**src/rtl/extrema_pkg.sv**
```systemverilog
// rtl/extrema_pkg.sv - shared types and constants for the stream extrema tracker
package extrema_pkg;

    localparam int EXT_WIDTH = 8;
    localparam int EXT_IDX_W = 8;
    // Sample count saturates at 2^IDX_W; the extra count bit holds this value.
    localparam int SAT_COUNT = 1 << EXT_IDX_W;

    typedef enum logic [1:0] {
        IDLE  = 2'd0,
        ACCUM = 2'd1,
        DONE  = 2'd2
    } state_t;

    typedef struct packed {
        logic [EXT_WIDTH-1:0] max;
        logic [EXT_WIDTH-1:0] min;
        logic [EXT_IDX_W-1:0] max_idx;
        logic [EXT_IDX_W-1:0] min_idx;
        logic [EXT_IDX_W:0]   count;
        logic                 ovf;
    } extrema_res_t;

    // Saturation value for an arbitrary index width.
    function automatic int unsigned sat_count(input int unsigned idx_w);
        return 32'd1 << idx_w;
    endfunction

endpackage

```
**src/rtl/comp.sv**
```systemverilog
// rtl/comp.sv - unsigned magnitude comparator
module comp #(
    parameter int WIDTH = 8
) (
    input  logic [WIDTH-1:0] a,
    input  logic [WIDTH-1:0] b,
    output logic             gr,
    output logic             ls
);

    assign gr = (a > b);
    assign ls = (a < b);

endmodule

```
**src/rtl/stream_extrema_tracker.sv**
```systemverilog
// rtl/stream_extrema_tracker.sv - framed running max/min/index/count reducer; EXTREMA_SIGNED_EN selects signed ordering
module stream_extrema_tracker
    import extrema_pkg::*;
#(
    parameter int WIDTH = 8,
    parameter int IDX_W = 8
) (
    input  logic             clk,
    input  logic             rst,
    input  logic             in_valid,
    output logic             in_ready,
    input  logic [WIDTH-1:0] in_data,
    input  logic             in_last,
    output logic             res_valid,
    input  logic             res_ready,
    output logic [WIDTH-1:0] res_max,
    output logic [WIDTH-1:0] res_min,
    output logic [IDX_W-1:0] res_max_idx,
    output logic [IDX_W-1:0] res_min_idx,
    output logic [IDX_W:0]   res_count,
    output logic             res_ovf
);

    localparam logic [IDX_W:0]   SAT      = (IDX_W+1)'(sat_count(IDX_W));
    localparam logic [IDX_W-1:0] IDX_LAST = {IDX_W{1'b1}};

    state_t           state_q, state_d;
    logic [WIDTH-1:0] max_q, max_d, min_q, min_d;
    logic [IDX_W-1:0] max_idx_q, max_idx_d, min_idx_q, min_idx_d;
    logic [IDX_W:0]   count_q, count_d;
    logic             ovf_q, ovf_d;
    logic             res_valid_q, res_valid_d;

    logic             in_xfer;
    logic             res_xfer;
    logic             gt_max, lt_min;
    logic             max_ls_unused, min_gr_unused;
    logic [WIDTH-1:0] cmp_in, cmp_max_op, cmp_min_op;
    logic [IDX_W-1:0] new_idx;

    // Ready is held low during reset and while a result waits in DONE.
    assign in_ready  = ~rst & (state_q != DONE);
    assign in_xfer   = in_valid & in_ready;
    assign res_xfer  = res_valid_q & res_ready;
    assign new_idx   = (count_q == SAT) ? IDX_LAST : count_q[IDX_W-1:0];

`ifdef EXTREMA_SIGNED_EN
    // Flipping the MSB maps two's complement order onto unsigned order.
    localparam logic [WIDTH-1:0] SIGN_FLIP = {1'b1, {(WIDTH-1){1'b0}}};
    assign cmp_in     = in_data ^ SIGN_FLIP;
    assign cmp_max_op = max_q ^ SIGN_FLIP;
    assign cmp_min_op = min_q ^ SIGN_FLIP;
`else
    assign cmp_in     = in_data;
    assign cmp_max_op = max_q;
    assign cmp_min_op = min_q;
`endif

    comp #(.WIDTH(WIDTH)) cmp_max (
        .a  (cmp_in),
        .b  (cmp_max_op),
        .gr (gt_max),
        .ls (max_ls_unused)
    );

    comp #(.WIDTH(WIDTH)) cmp_min (
        .a  (cmp_in),
        .b  (cmp_min_op),
        .gr (min_gr_unused),
        .ls (lt_min)
    );

    // Next-state and running-result update for IDLE/ACCUM/DONE.
    always_comb begin
        state_d     = state_q;
        max_d       = max_q;
        min_d       = min_q;
        max_idx_d   = max_idx_q;
        min_idx_d   = min_idx_q;
        count_d     = count_q;
        ovf_d       = ovf_q;
        case (state_q)
            IDLE: begin
                if (in_xfer) begin
                    max_d     = in_data;
                    min_d     = in_data;
                    max_idx_d = '0;
                    min_idx_d = '0;
                    count_d   = (IDX_W+1)'(1);
                    ovf_d     = 1'b0;
                    state_d   = in_last ? DONE : ACCUM;
                end
            end
            ACCUM: begin
                if (in_xfer) begin
                    // Strict compares keep the first occurrence on ties.
                    if (gt_max) begin
                        max_d     = in_data;
                        max_idx_d = new_idx;
                    end
                    if (lt_min) begin
                        min_d     = in_data;
                        min_idx_d = new_idx;
                    end
                    if (count_q == SAT) begin
                        ovf_d = 1'b1;
                    end else begin
                        count_d = count_q + 1'b1;
                    end
                    if (in_last) begin
                        state_d = DONE;
                    end
                end
            end
            DONE: begin
                if (res_xfer) begin
                    ovf_d   = 1'b0;
                    state_d = IDLE;
                end
            end
            default: state_d = IDLE;
        endcase
        res_valid_d = (state_d == DONE);
    end

    // State and result registers; reset discards any partial frame.
    always_ff @(posedge clk or posedge rst) begin
        if (rst) begin
            state_q     <= IDLE;
            max_q       <= '0;
            min_q       <= '0;
            max_idx_q   <= '0;
            min_idx_q   <= '0;
            count_q     <= '0;
            ovf_q       <= 1'b0;
            res_valid_q <= 1'b0;
        end else begin
            state_q     <= state_d;
            max_q       <= max_d;
            min_q       <= min_d;
            max_idx_q   <= max_idx_d;
            min_idx_q   <= min_idx_d;
            count_q     <= count_d;
            ovf_q       <= ovf_d;
            res_valid_q <= res_valid_d;
        end
    end

    assign res_valid   = res_valid_q;
    assign res_max     = max_q;
    assign res_min     = min_q;
    assign res_max_idx = max_idx_q;
    assign res_min_idx = min_idx_q;
    assign res_count   = count_q;
    assign res_ovf     = ovf_q;

endmodule

```
**config.mk**
```make
export PLATFORM = sky130hd
export DESIGN_NAME = stream_extrema_tracker
export DESIGN_NICKNAME = d
export VERILOG_FILES = /design/src/rtl/extrema_pkg.sv /design/src/rtl/comp.sv /design/src/rtl/stream_extrema_tracker.sv
export SDC_FILE = /design/constraint.sdc
export NUM_CORES = 1
export LEC_CHECK = 0
export CAP_MARGIN = 20
export CORE_MARGIN = 5
export CORE_UTILIZATION = 53
export DETAILED_ROUTE_END_ITERATION = 7
export PLACE_DENSITY = 0.93
export SLEW_MARGIN = 30
export SYNTH_ARGS = -nofsm -noshare
export SYNTH_HDL_FRONTEND = slang
export SYNTH_HIERARCHICAL = 1
export SYNTH_SLANG_ARGS = --single-unit
```
**constraint.sdc**
```tcl
create_clock -name clk -period 6 [get_ports clk]
set_clock_uncertainty 0.2 [all_clocks]
set_input_delay 1.2 -clock clk [delete_from_list [all_inputs] [get_ports clk]]
set_output_delay 1.2 -clock clk [all_outputs]
set_load 0.05 [all_outputs]
```
Word-level counts from Yosys, hierarchy flattened
Index checks and enable logic that the tools add are counted.
{"block": "op_classes", "addsub": 1, "n_lt_le_gt_ge": 2, "eq_ne": 12, "muxes": 30, "bitwise_logic": 4, "n_reduce_logical": 7}
{"operator": "8-bit two-way mux", "n": 11}
{"operator": "8-bit one-hot mux with 2 select lines", "n": 4}
{"operator": "9-bit two-way mux", "n": 3}
{"operator": "9-bit one-hot mux with 2 select lines", "n": 1}
{"operator": "2-bit inequality test, second input constant", "n": 6}
{"operator": "4-bit AND reduction", "n": 3}
{"operator": "2-bit two-way mux", "n": 5}
{"operator": "9-bit by 1-bit adder with 9-bit output, second input constant", "n": 1}
{"operator": "9-bit == test, second input constant", "n": 1}
{"operator": "8-bit greater-than comparator", "n": 1}
{"operator": "8-bit < comparator", "n": 1}
{"operator": "2-bit one-hot mux with 3 select lines", "n": 1}
{"operator": "5-bit AND reduction", "n": 1}
{"operator": "2-bit == test, second input constant", "n": 2}
{"operator": "1-bit two-way mux", "n": 4}
{"operator": "2-bit by 1-bit inequality test with 1-bit output, second input constant", "n": 2}
{"operator": "1-bit bitwise AND", "n": 3}
{"operator": "1-bit one-hot mux with 3 select lines", "n": 1}
{"operator": "3-bit nonzero test", "n": 1}
{"operator": "2-bit by 1-bit == test with 1-bit output, second input constant", "n": 1}
{"operator": "2-bit logical NOT", "n": 1}
{"operator": "2-bit nonzero test", "n": 1}
{"operator": "1-bit NOT", "n": 1}
{"block": "totals", "reg_bits": 45, "input_bits": 13, "out_inout_bits": 44, "elab_cells": 64}

Depth between registers and ports, before layout
{"block": "depth", "ltp_word": 6, "mapped_depth": 10, "ltp_nobuf": 9}

By module
Netlist, hierarchy kept.
{"mod": "stream_extrema_tracker", "n_inst": 1, "cells_each": 177, "area_each_um2": 1974.4, "seq_area_each_um2": 1126.1}
{"mod": "comp", "n_inst": 2, "cells_each": 29, "area_each_um2": 211.5, "seq_area_each_um2": 0.0}

Least setup slack after synthesis
Ideal clock, no wire load.
{"block": "synth_timing", "kind": "input -> output", "start": "in rst", "end": "out in_ready", "t_arrival_ns": 1.960, "t_required_ns": 4.600, "setup_slack_ns": 2.640, "path_stages": 1, "n_path_buf": 0, "path_cell_list": "a21oi_1"}
{"block": "synth_via", "elab_chain_cells": 2}
{"element": "start: declaration", "line": "stream_extrema_tracker.sv:9", "text": "input logic rst,"}
{"element": "1-bit NOT", "line": "stream_extrema_tracker.sv:42", "text": "assign in_ready = ~rst & (state_q != DONE);"}
{"element": "1-bit bitwise AND", "line": "stream_extrema_tracker.sv:42"}
{"element": "end: declaration", "line": "stream_extrema_tracker.sv:11", "text": "output logic in_ready,"}
No other way between the ends.

Final worst setup path
Ends and elaborated chain as after synthesis.

==> impl_metrics.yaml <==
run_status:
  status: "completed"
routing:
  finalWirelength_mm: 5.16
  drc: 0
  antenna_left: 0
  post_drt_wl_per_cell_um: 15.2
  drt_iter0_drc: 148
  viasPerCell: 5.58
  dr.pass1.iters: 5
  via_count: 1893
clock_tree:
  clock_latency_ns: 0.30
  cts.sink_count: 45
  cts_tree: "yes"
  cts_root_buffer: "clkbuf_8"
  clock_path_buffers: 2
  htree_levels: 2
  cts_resized: 0
  path_clk_slew_ns: 0.09
  hold_buffers: 0
  cts_made_buffers: 5
  cts_setup_buffers: 0
floorplanning:
  ios: 57
  die_h_um: 76.9
  fp.dieArea_mm2: 0.00592
  die_x_um: 76.9
  start_util_pct: 54.5
  rows: 24
  core_area_mm2: 0.00435
final_layout:
  drive_gt1_share_pct: 12.9
  final_area_mm2: 0.00306
  num_antenna_cells: 0
  area_growth_syn_to_layout_pct: 28.9
  fin_nets: 317
worst_setup_path:
  crit_family: "buffers and inverters"
  cp_max_fo: 5
  critPathMostFrequentCell: "clkdlybuf4s50_1"
  worst_ep_required_time_ns: 4.60
  cpPeakStageDelay_ns: 0.81
  crit_type: "in -> out"
  path_cells: "clkdlybuf4s50_1 -> a21oi_1 -> clkdlybuf4s50_1"
  rrSetupSlack_ns: 3.51
  worstPathArrival_ns: 2.68
  path_buf_inv: 2
  cp-end-kind: "primary output"
  cpMaxStageDelayCell: "clkdlybuf4s50_1"
  worstSetupStartpointType: "input pin"
timing:
  relSlewSlack_pct: 54.8
  rsz0062_at_grt: "no"
  fin_crit_sh_pct: 68.0
  setup_viol: 0
  finalCriticalPeriod_ns: 4.08
  worstMarginPinSlew_ns: 0.673
  hold_violations: 0
  fmax_ghz: 0.245
  slew_violations: 0
  tns_ns: 0
global_routing:
  first_global_vias: 1790
  overflow: 0
  antenna_found_initial: 0
  grt_pass1_wl_mm: 8.80
  grt_max_degree: 46
  grtUsageTotal_pct: 18.2
logic_synthesis:
  netlist_instances: 231
  netlist_area_mm2: 0.00237
  postSynthNetCount: 262
  yosys_warnings: 6
  syn_area_per_cell_um2: 10.3
placed_design:
  gp_congestion: 0.821
  hpwl_mm: 3.83
  io_buffers: 56
  placed_area_mm2: 0.00294
power_and_ir_drop:
  ir_drop_v: 0.000271
  finalPower_uw: 1730
  leakagePower_uw: 0.00136
  p_per_area_mw_per_mm2: 564
flow_run:
  max_cap_viol_count: 0
worst_hold_path:
  holdCritPathClass: "reg -> reg"
==> cells in the final DEF, fill, tap and decap left out, types with 2 or more instances in the layout <==
master / n
clkdlybuf4s50_1: 56
dfrtp_1: 45
nand2_1: 26
inv_1: 22
o21ai_1: 21
ha_1: 18
mux2_2: 16
nor2_1: 12
a21oi_1: 11
o21ai_0: 7
nand3_1: 6
clkbuf_8: 5
or3_1: 4
a21o_1: 3
nor2b_1: 3
nand4_1: 3
o21ai_4: 2
and3_1: 2
o31ai_1: 2
o211ai_2: 2
a21oi_2: 2
==> metal layers <==
metal | wire (um) | vias up | track usage [%]
met5 | 0 | - | 0
met4 | 101 | 0 | 7.52
met3 | 357 | 10 | 3.63
met2 | 2400 | 75 | 28.0
met1 | 2300 | 890 | 24.9
li1 | - | 918 | -
==> through the flow <==
step | utilization [%] | cells | setup WS [ns] | hold WS, ns
global route | 70.3 | 339 | 1.86 | 0.313
detailed placement | 67.6 | 331 | 1.92 | 0.275
CTS | 70.3 | 339 | 1.91 | 0.296
floorplan | - | 231 | 2.64 | 0.326
global placement | 67.6 | 331 | 1.93 | 0.270
finish | 70.3 | 339 | 1.92 | 0.288
==> area by class of cell <==
class | instances | area, um2
Timing Repair Buffer | 57 | 568
Multi-Input combinational cell | 154 | 1100
Clock inverter | 3 | 46.3
Fill cell | 334 | 1290
Inverter | 23 | 86.3
Clock buffer | 5 | 68.8
Tap cell | 52 | 65.1
Sequential cell | 45 | 1130
==> worst reg2reg max path: stages, from the launching register on <==
cell      delay (ns)
dfrtp_1         0.38
inv_1           0.05
ha_1            0.28
nor2b_1         0.15
o211ai_2        0.14
a21oi_2         0.06
o21ba_1         0.21
o21ai_4         0.42
or3_1           0.35
o21ai_1         0.12
==> path summary, 6_finish.rpt <==
check / from / to / depth (start not counted)
min in group asynchronous: rst / res_count[6] / 3
worst max-delay path: rst / in_ready / 3
max in group asynchronous: rst / res_max[4] / 3
worst min register to register: res_min_idx[2] / res_min_idx[2] / 2
worst max register to register: res_max[1] / res_max_idx[6] / 9
worst min-delay path: res_min_idx[2] / res_min_idx[2] / 2
==> state kept, by name, indices dropped and copies added, names as in the netlist <==
name / flops
res_min_idx: 8
res_ovf: 1
res_min: 8
res_max_idx: 8
state_q: 2
res_valid: 1
res_max: 8
res_count: 9
==> report_power, final <==
group	switching [uW]	internal, uW
registers	96.0	414
logic	642	342
clock network	108	125
total	845	880
(Power assumes the default switching activity.)
